$ cat config.mk
export PLATFORM = sky130hd
export DESIGN_NAME = perf_counter_mmio
export DESIGN_NICKNAME = d
export VERILOG_FILES = /design/src/rtl/lc3_perf_pkg.sv /design/src/rtl/perf_sat_counter.sv /design/src/rtl/perf_counter_mmio.sv
export SDC_FILE = /design/constraint.sdc
export NUM_CORES = 1
export LEC_CHECK = 0
export ABC_CLOCK_PERIOD_IN_PS = 4050
export BUFFER_PORTS_ARGS = -buffer_cell sky130_fd_sc_hd__buf_2
export CAP_MARGIN = 20
export CORE_AREA = 4 4 145 147
export DETAILED_ROUTE_END_ITERATION = 8
export DIE_AREA = 0 0 149 151
export GPL_ROUTABILITY_DRIVEN = 0
export PLACE_DENSITY_LB_ADDON = 0.15
export SYNTH_ARGS = -nofsm -noshare
export SYNTH_HDL_FRONTEND = slang
export SYNTH_SLANG_ARGS = --single-unit
export TNS_END_PERCENT = 20
$ cat constraint.sdc
create_clock -name clk -period 4.05 [get_ports clk]
set_input_delay 1.215 -clock clk [delete_from_list [all_inputs] [get_ports clk]]
set_output_delay 1.215 -clock clk [all_outputs]
set_load 0.01 [all_outputs]
$ cat src/rtl/lc3_perf_pkg.sv
// Shared definitions for the LC3 performance-counter MMIO block:
// register offsets, CTRL/STATUS bit positions and handshake states.
package lc3_perf_pkg;

  localparam logic [2:0] ADDR_CYC_LO = 3'd0;
  localparam logic [2:0] ADDR_CYC_HI = 3'd1;
  localparam logic [2:0] ADDR_INS_LO = 3'd2;
  localparam logic [2:0] ADDR_INS_HI = 3'd3;
  localparam logic [2:0] ADDR_CTRL   = 3'd4;
  localparam logic [2:0] ADDR_STATUS = 3'd5;

  localparam int CTRL_EN_BIT      = 0;
  localparam int CTRL_CLR_BIT     = 1;
  localparam int STAT_HALT_BIT    = 0;
  localparam int STAT_TIMEOUT_BIT = 1;

  typedef enum logic {
    IDLE = 1'b0,
    RESP = 1'b1
  } state_t;

endpackage

$ cat src/rtl/perf_sat_counter.sv
// Saturating up-counter with synchronous clear and a hold (freeze) input.
module perf_sat_counter #(
  parameter int unsigned CNT_W = 32
) (
  input  logic             clk,
  input  logic             rst_n,
  input  logic             clr,
  input  logic             hold,
  input  logic             inc,
  output logic [CNT_W-1:0] count
);

  // NOTE: state registers use non-blocking assignment so every flop samples
  // pre-edge values regardless of block evaluation order.
  always_ff @(posedge clk or negedge rst_n) begin
    if (!rst_n) begin
      count <= '0;
    end else if (clr) begin
      count <= '0;
    end else if (inc && !hold && (count != {CNT_W{1'b1}})) begin
      count <= count + CNT_W'(1);
    end
  end

endmodule

$ cat src/rtl/perf_counter_mmio.sv
// Cycle / retired-instruction counters with halt and watchdog flags,
// read over a 16-bit request/response handshake with coherent 32-bit snapshots.
module perf_counter_mmio
  import lc3_perf_pkg::*;
#(
  parameter int unsigned WDOG_LIMIT = 10000,
  parameter int unsigned CNT_W      = 32
) (
  input  logic        clk,
  input  logic        rst_n,
  input  logic        W_v,
  input  logic        isHalt,
  input  logic        req_v,
  output logic        req_rdy,
  input  logic        req_we,
  input  logic [2:0]  req_addr,
  input  logic [15:0] req_wdata,
  output logic        rsp_v,
  input  logic        rsp_rdy,
  output logic [15:0] rsp_data,
  output logic        halted,
  output logic        timeout
);

  state_t           state;
  logic [CNT_W-1:0] cyc;
  logic [CNT_W-1:0] ins;
  logic [15:0]      snap_cyc_hi;
  logic [CNT_W-1:0] snap_ins;
  logic [15:0]      rsp_q;
  logic [15:0]      rd_data;
  logic             en;
  logic             active;
  logic             accept;
  logic             wr_ctrl;
  logic             clr;
  logic             wdog_hit;
  logic             wdata_unused;

  assign active   = en & ~halted & ~timeout;
  assign accept   = (state == IDLE) & req_v;
  assign wr_ctrl  = accept & req_we & (req_addr == ADDR_CTRL);
  assign clr      = wr_ctrl & req_wdata[CTRL_CLR_BIT];
  assign wdog_hit = active & (cyc == CNT_W'(WDOG_LIMIT - 1));
  assign wdata_unused = ^req_wdata[15:2];

  // Once inactive both counters freeze; cyc therefore parks at WDOG_LIMIT.
  perf_sat_counter #(.CNT_W(CNT_W)) u_cyc (
    .clk   (clk),
    .rst_n (rst_n),
    .clr   (clr),
    .hold  (~active),
    .inc   (1'b1),
    .count (cyc)
  );

  perf_sat_counter #(.CNT_W(CNT_W)) u_ins (
    .clk   (clk),
    .rst_n (rst_n),
    .clr   (clr),
    .hold  (~active),
    .inc   (W_v),
    .count (ins)
  );

  always_ff @(posedge clk or negedge rst_n) begin
    if (!rst_n) begin
      halted  <= 1'b0;
      timeout <= 1'b0;
    end else if (clr) begin
      halted  <= 1'b0;
      timeout <= 1'b0;
    end else begin
      if (active && isHalt) halted  <= 1'b1;
      if (wdog_hit)         timeout <= 1'b1;
    end
  end

  // A clear-only write leaves en alone so software can restart counting in one access.
  always_ff @(posedge clk or negedge rst_n) begin
    if (!rst_n) begin
      en <= 1'b1;
    end else if (wr_ctrl && !req_wdata[CTRL_CLR_BIT]) begin
      en <= req_wdata[CTRL_EN_BIT];
    end
  end

  always_ff @(posedge clk or negedge rst_n) begin
    if (!rst_n) begin
      snap_cyc_hi <= '0;
      snap_ins    <= '0;
    end else if (clr) begin
      snap_cyc_hi <= '0;
      snap_ins    <= '0;
    end else if (accept && !req_we && (req_addr == ADDR_CYC_LO)) begin
      snap_cyc_hi <= cyc[31:16];
      snap_ins    <= ins;
    end
  end

  // NOTE: every combinational output gets a default first, so no path can infer a latch.
  always_comb begin
    rd_data = '0;
    case (req_addr)
      ADDR_CYC_LO: rd_data = cyc[15:0];
      ADDR_CYC_HI: rd_data = snap_cyc_hi;
      ADDR_INS_LO: rd_data = snap_ins[15:0];
      ADDR_INS_HI: rd_data = snap_ins[31:16];
      ADDR_CTRL:   rd_data[CTRL_EN_BIT] = en;
      ADDR_STATUS: begin
        rd_data[STAT_HALT_BIT]    = halted;
        rd_data[STAT_TIMEOUT_BIT] = timeout;
      end
      default: ;
    endcase
  end

  always_ff @(posedge clk or negedge rst_n) begin
    if (!rst_n) begin
      state <= IDLE;
      rsp_q <= '0;
    end else begin
      case (state)
        IDLE: begin
          if (req_v) begin
            state <= RESP;
            rsp_q <= req_we ? 16'h0000 : rd_data;
          end
        end
        RESP: begin
          if (rsp_rdy) state <= IDLE;
        end
        default: state <= IDLE;
      endcase
    end
  end

  assign req_rdy  = (state == IDLE);
  assign rsp_v    = (state == RESP);
  assign rsp_data = rsp_v ? rsp_q : 16'h0000;

endmodule

==> flow_metrics.py, run 1 <==
metrics = {
    "clocking": {
        "clock-sinks": 132,
        "cts_tree": "done",
        "cts_setup_buffers": 0,
        "cts_max_level": 4,
        "clk_latency_ns": 0.42,
        "clock_tree.root_cell": "clkbuf_16",
        "cts_hold_buf": 0,
        "path_clk_slew_ns": 0.06,
        "numCtsBuffers": 17,
        "cts_resized": 0,
        "clk_path_buf_depth": 2,
    },
    "flow_run": {
        "maxCapViolCount": 0,
    },
    "layout": {
        "multiInputGateArea_um2": 3300,
        "syn_to_final_growth_pct": 15.9,
        "final-seq-area_um2": 3300,
        "drive_above_1_share_pct": 13.6,
        "fillCellCount": 2013,
        "layout.nets": 770,
        "design_area_um2": 7900,
    },
    "sta": {
        "timing.fmax_mhz": 342,
        "final_hold_viol_count": 0,
        "setup_tns_ns": 0,
        "clock_skew_ns": 0.00560,
        "finalMaxSlewViolations": 0,
        "rsz0062_at_grt": "no",
        "tightest_slew_ns": 0.922,
        "finalSetupViolCount": 0,
        "period_share_pct": 72.3,
        "relSlewSlack_pct": 38.2,
        "period_needed_ns": 2.93,
    },
    "critical_path": {
        "crit-reg2reg-launch": "u_cyc.count[4]",
        "critPathMaxStageDelay_ns": 0.77,
        "rr_worst_depth": 5,
        "critPathMaxFanout": 12,
        "r2r_slack_ns": 1.36,
        "reg2reg_to": "u_cyc.count[21]",
        "crit_path_top_delay_cell": "nor4_1",
        "critical-path-top-delay-family": "simple AND/OR/NAND/NOR gates",
        "required_ns": 4.39,
        "arrival_ns": 3.27,
        "end_kind": "register",
        "crit_buf_inv": 2,
        "crit_type": "primary input to register",
        "critPathLaunchType": "primary input",
        "crit_chain": "buf_2 -> nand4bb_1 -> buf_4 -> nor4_1 -> o31ai_1 -> or4_1 -> o21ai_1",
    },
    "logic_synthesis": {
        "synth-adder-area-share_pct": 0.367,
        "yosysWarnings": 0,
        "synthSimpleGateAreaFrac_pct": 25.7,
        "syn_area_per_cell_um2": 9.40,
        "yosysTopAreaCell": "dfrtp_1",
        "ys_async_sr_fraction_pct": 100,
        "synth.area.top_cells": "dfrtp_1 (48%), nand2_1 (7.8%), a21oi_1 (6.2%), mux4_2 (5.3%), or3_1 (2.5%)",
        "ys_ff_latch": 132,
        "synth_edf_count": 0,
        "synth_compound_area_share_pct": 14.1,
        "synth.most_common_cell": "nand2_1",
        "syn_inst": 725,
        "ys.flop_type": "dfrtp_1",
        "synth_xor_xnor_area_share_pct": 1.54,
        "yosysSeqAreaShare_pct": 48.5,
        "syn_nets": 753,
        "synth_top_area_share_pct": 48.1,
        "ys_top_cells_by_count": "nand2_1 (142), dfrtp_1 (131), a21oi_1 (84)",
        "syn_area_um2": 6810,
        "synth_top_family_by_area": "simple AND/OR/NAND/NOR gates",
        "ys_types": 56,
        "synth_mux_area_share_pct": 6.65,
    },
    "floorplanning": {
        "die_height_um": 151,
        "num_rows": 52,
        "die_area_um2": 22500,
        "die_width_um": 149,
        "start_util_pct": 34.2,
        "io_pins": 46,
        "design.core.area_um2": 19900,
    },
    "power_and_ir_drop": {
        "ir_worst_vdd_mv": 0.217,
        "finalPower_mw": 3.80,
        "power_density_nw_per_um2": 481,
        "p_leak_nw": 3.17,
    },
    "global_route": {
        "grt_pass1_vias": 5462,
        "grt_max_degree": 63,
        "grt_overflow": 0,
        "grt_pass1_wl_mm": 31.1,
        "grt.total_usage_pct": 17.9,
        "antenna_found_initial": 0,
    },
    "detailed_routing": {
        "wirelength_mm": 19.3,
        "drc": 0,
        "wire_per_inst_um": 18.8,
        "ant_nets": 0,
        "drt_iter0_drc": 472,
        "firstDrtPassIters": 4,
        "vias_per_cell": 5.56,
        "vias": 5703,
    },
    "placement": {
        "place_area_um2": 7270,
        "hpwlAfterDp_mm": 13.3,
        "port_buffers": 31,
    },
    "hold_path": {
        "hold_end": "rsp_q[1]",
        "min_path_type": "register to register",
        "hold_start": "rsp_q[1]",
        "worstHoldPathCells": 2,
    },
    "status": {
        "status": "complete, no violations",
    },
}
==> power by group <==
part,switching [mW],internal [mW]
sequential,0.228,1.48
combinational,0.236,0.217
clock,0.564,1.08
==> logic make-up (layout without fill, tap and decap cells) <==
family / count (synthesis) / in the layout
other: 0 / 1
flip-flops: 132 / 132
buffers and inverters: 53 / 83
adder cells (fa/ha/maj): 2 / 2
AND/OR/NAND/NOR: 341 / 341
multiplexers: 25 / 25
XOR/XNOR: 12 / 12
AO/OA/AOI/OAI: 160 / 160
==> stage by stage <==
| stage | hold slack (ns) | instances | setup slack (ns) | utilization [%] |
|---|---|---|---|---|
| floorplan | 0.441 | 725 | 1.08 | - |
| global placement | 0.472 | 993 | 0.800 | 36.5 |
| detailed placement | 0.487 | 993 | 0.761 | 36.5 |
| CTS | 0.500 | 1025 | 1.20 | 39.7 |
| global route | 0.512 | 1025 | 0.983 | 39.7 |
| finish | 0.503 | 1026 | 1.12 | 39.7 |
==> cell usage in the layout (no fill, tap or decap), types with 14 or more instances in the layout <==
cell,count
nand2_1,142
dfrtp_1,131
a21oi_1,84
buf_2,30
nor2_1,29
or3_1,27
o21ai_0,25
nand4_1,23
nand3_1,22
and2_1,21
or4_1,17
clkbuf_16,17
nor4_1,16
mux4_2,16
a22o_1,14
==> per-layer routing <==
layer | vias up | routed length [µm] | track usage (%)
li1 | 2695 | - | -
met1 | 2860 | 9060 | 24.8
met2 | 120 | 8990 | 28.1
met3 | 28 | 737 | 3.59
met4 | 0 | 490 | 6.77
met5 | - | 0 | 0
==> tightest hold or removal path: cells and delay by family, from the launching register on <==
family,cells,cell delay (ns)
compound gates,1,0.06
flops,1,0.35
simple gates,1,0.06
==> final cells by class <==
class | count | share of cell area, %
clock buffer | 23 | 6.05
antenna | 1 | 0.0317
clock inverter | 9 | 1.90
timing repair buffer | 46 | 3.94
sequential | 132 | 41.8
multi-input combinational | 540 | 41.7
tap | 270 | 4.28
inverter | 5 | 0.238
==> worst max-delay path by stage <==
stage                            from               to  slack [ns]  depth (start not counted)
after detailed placement          W_v  u_ins.count[11]        0.76                          7
after global placement            W_v  u_ins.count[11]        0.80                          7
after CTS                         W_v  u_ins.count[11]        1.20                          7
after floorplan           req_addr[0]  u_ins.count[10]        1.08                          8
after global routing              W_v  u_ins.count[11]        0.98                          7
final                             W_v  u_ins.count[11]        1.12                          7
==> state kept, by name (all words and copies together) (netlist names) <==
register / cells
snap_cyc_hi: 16
u_cyc.count: 32
en: 1
u_ins.count: 32
rsp_q: 16
halted: 1
timeout: 1
rsp_v: 1
snap_ins: 32
Power figures use the tool's default switching activity.
==> inputs of run 2 (changes only) <==
--- a/config.mk
+++ b/config.mk
@@ -5,12 +5,13 @@
 export SDC_FILE = /design/constraint.sdc
 export NUM_CORES = 1
 export LEC_CHECK = 0
-export ABC_CLOCK_PERIOD_IN_PS = 4050
+export ABC_AREA = 1
+export ABC_CLOCK_PERIOD_IN_PS = 2360
 export BUFFER_PORTS_ARGS = -buffer_cell sky130_fd_sc_hd__buf_2
 export CAP_MARGIN = 20
-export CORE_AREA = 4 4 145 147
+export CORE_AREA = 4 4 153 155
 export DETAILED_ROUTE_END_ITERATION = 8
-export DIE_AREA = 0 0 149 151
+export DIE_AREA = 0 0 157 159
 export GPL_ROUTABILITY_DRIVEN = 0
 export PLACE_DENSITY_LB_ADDON = 0.15
 export SYNTH_ARGS = -nofsm -noshare
==> constraint.sdc (replaced) <==
create_clock -name clk -period 2.36 [get_ports clk]
set_input_delay 0.708 -clock clk [delete_from_list [all_inputs] [get_ports clk]]
set_output_delay 0.708 -clock clk [all_outputs]
set_load 0.01 [all_outputs]
==> run 2 against run 1 <==
Via count up 22%; register-to-register slack worse by 0.98 ns; hold slack worse by 0.27 ns; critical endpoint is now u_cyc.count[10].
==> flow_metrics.py, run 2 <==
metrics = {
    "flow_run": {
        "maxCapViolCount": 0,
    },
    "global_route": {
        "grt_pass1_wl_mm": 38.2,
        "grt_pass1_vias": 6807,
        "grt_max_degree": 50,
        "grt_overflow": 0,
        "grt.total_usage_pct": 19.6,
        "antenna_found_initial": 0,
    },
    "layout": {
        "fin_util_pct": 40.4,
        "final_common_cell": "nand2_1",
        "reg_top3": "snap_ins (32), u_cyc.count (32), u_ins.count (32)",
        "drive_above_1_share_pct": 11.0,
        "layout.nets": 1157,
        "diodes": 0,
        "syn_to_final_growth_pct": 14.9,
        "fillCellCount": 2320,
        "final_cell_mix": "nand2_1 (411), dfrtp_1 (131), nor2_1 (112), inv_1 (109), nand3_1 (103)",
    },
    "floorplanning": {
        "num_rows": 54,
        "start_util_pct": 35.1,
        "io_pins": 46,
        "die_area_um2": 25000,
        "die_width_um": 157,
        "die_height_um": 159,
        "design.core.area_um2": 21800,
    },
    "clocking": {
        "cts_setup_buffers": 0,
        "clk_path_buf_depth": 2,
        "path_clk_slew_ns": 0.07,
        "cts_tree": "done",
        "clk_latency_ns": 0.43,
        "cts_hold_buf": 0,
        "clock_tree.root_cell": "clkbuf_16",
        "cts_max_level": 4,
        "numCtsBuffers": 17,
        "clock-sinks": 132,
        "cts_resized": 0,
    },
    "power_and_ir_drop": {
        "seq_power_share_pct": 42.3,
        "p_sw_mw": 2.23,
        "pwr-share-comb_pct": 18.3,
        "p_int_mw": 4.51,
        "power_density_nw_per_um2": 765,
        "sw_frac_of_total_pct": 33.1,
        "p_clk_share_pct": 39.4,
        "ir_worst_vdd_mv": 0.434,
        "p_leak_nw": 4.35,
    },
    "logic_synthesis": {
        "yosysSeqAreaShare_pct": 43.1,
        "ys_async_sr_fraction_pct": 100,
        "ys.flop_type": "dfrtp_1",
        "synth.most_common_cell": "nand2_1",
        "synth_edf_count": 0,
        "yosysWarnings": 0,
        "syn_nets": 1117,
        "syn_area_per_cell_um2": 7.04,
        "ys_types": 36,
        "yosysTopAreaCell": "dfrtp_1",
        "ys_ff_latch": 132,
        "ys_top_cells_by_count": "nand2_1 (412), dfrtp_1 (131), nor2_1 (112)",
        "syn_inst": 1089,
        "syn_area_um2": 7670,
        "synth.area.top_cells": "dfrtp_1 (43%), nand2_1 (20%), nand3_1 (6.7%), nor2_1 (5.5%), inv_1 (5.3%)",
        "synth_top_area_share_pct": 42.8,
    },
    "placement": {
        "place_ws_ns": 0.155,
        "hpwlAfterDp_mm": 17.7,
        "port_buffers": 31,
    },
    "detailed_routing": {
        "vias": 6982,
        "vias_per_cell": 4.91,
        "ant_nets": 0,
        "firstDrtPassIters": 5,
        "drc": 0,
        "wire_per_inst_um": 16.6,
        "drt_iter0_drc": 407,
        "wirelength_mm": 23.6,
    },
    "critical_path": {
        "arrival_ns": 2.29,
        "critPathLaunchType": "register",
        "crit_chain": "ha_1 -> nand2_1 -> nor2_1 -> nand2_4 -> nor2_8 -> nand2_4 -> nand2_8 -> nand2_8 -> buf_4 -> nand2_1 -> o21ai_1",
        "crit_path_top_delay_cell": "dfrtp_1",
        "critPathMaxStageDelay_ns": 0.43,
        "critPathMaxFanout": 18,
        "end_kind": "register",
        "required_ns": 2.67,
        "crit_type": "register to register",
    },
    "sta": {
        "finalSetupViolCount": 0,
        "rsz0062_at_grt": "no",
        "timing.fmax_mhz": 505,
        "fin_hold_ws_ns": 0.230,
        "clock_skew_ns": 0.0146,
        "period_share_pct": 83.9,
        "setup_ws_ns": 0.380,
        "final_hold_viol_count": 0,
        "setup_tns_ns": 0,
        "relSlewSlack_pct": 63.7,
        "finalMaxSlewViolations": 0,
        "tightest_slew_ns": 0.545,
        "period_needed_ns": 1.98,
    },
    "hold_path": {
        "min_path_type": "primary input to async pin",
    },
    "status": {
        "status": "complete, no violations",
    },
}
[run 2: cell types whose count changed in the layout (fill, tap and decap cells not counted), sizes merged, moves of 20 or more]
cell | before | now
nand2 | 142 | 424
inv | 5 | 120
nor2 | 29 | 124
nand3 | 22 | 103
a21oi | 84 | 13
o21ai | 27 | 55
or3 | 27 | 0
and2 | 21 | 1
o22ai | 0 | 20
[run 2: path summary, 6_finish.rpt]
path	startpoint	to	slack, ns	cells past startpoint
worst min register to register	rsp_q[3]	rsp_q[3]	0.48	2
worst max-delay path	u_cyc.count[0]	u_cyc.count[10]	0.38	11
min in group clk	rsp_rdy	rsp_v	0.46	2
worst max register to register	u_cyc.count[0]	u_cyc.count[10]	0.38	11
worst min-delay path	rst_n	u_cyc.count[24]	0.23	1
max in group asynchronous	rst_n	snap_ins[14]	1.46	2
[run 2: per-stage QoR]
stage | power, mW | instances | cell area [µm²]
after global placement | 4.11 | 1390 | 8220
after floorplan | 3.65 | 1089 | 7670
after CTS | 6.80 | 1422 | 8810
after global routing | 7.11 | 1422 | 8810
after detailed placement | 4.13 | 1390 | 8220
final | 6.74 | 1422 | 8810
[run 2: cell families after synthesis]
kind of cell,after synthesis,synth area share (%)
compound gates,101,7.65
xor+xnor,21,2.40
fa+ha+maj,2,0.326
buf+inv,151,8.39
flops,132,43.1
simple gates,682,38.1
[run 2: power by group through the flow]
stage          registers, mW  clock network [mW]  logic, mW
2_1_floorplan           2.81                   0      0.843
3_3_place_gp            2.89                   0       1.22
3_5_place_dp            2.89                   0       1.23
4_1_cts                 2.85                2.71       1.24
5_1_grt                 2.90                2.81       1.40
6_report                2.85                2.65       1.23
[run 2: critical path, delay by kind of cell (launching register included)]
family | cells | cell delay (ns)
AOI/OAI and AO/OA | 1 | 0.06
adders and majority gates | 1 | 0.25
buffers and inverters | 1 | 0.22
DFF | 1 | 0.43
and+or+nand+nor | 8 | 0.89
[run 2: per-layer routing]
layer / wire length [µm] / vias up / global-route usage (%)
met2: 10800 / 117 / 30.5
met1: 11500 / 3288 / 27.6
met5: 0 / - / 0
met3: 669 / 28 / 3.42
li1: - / 3549 / -
met4: 561 / 0 / 6.07
[run 2: final cells by class]
cell class / count / area (µm²) / area share [%]
multi-input cells: 806 / 3720 / 42.3
clock buffers: 18 / 439 / 4.99
well taps: 280 / 350 / 3.98
inverters: 114 / 433 / 4.92
flip-flops and latches: 132 / 3300 / 37.5
clock inverters: 14 / 144 / 1.63
repair buffers: 58 / 414 / 4.70
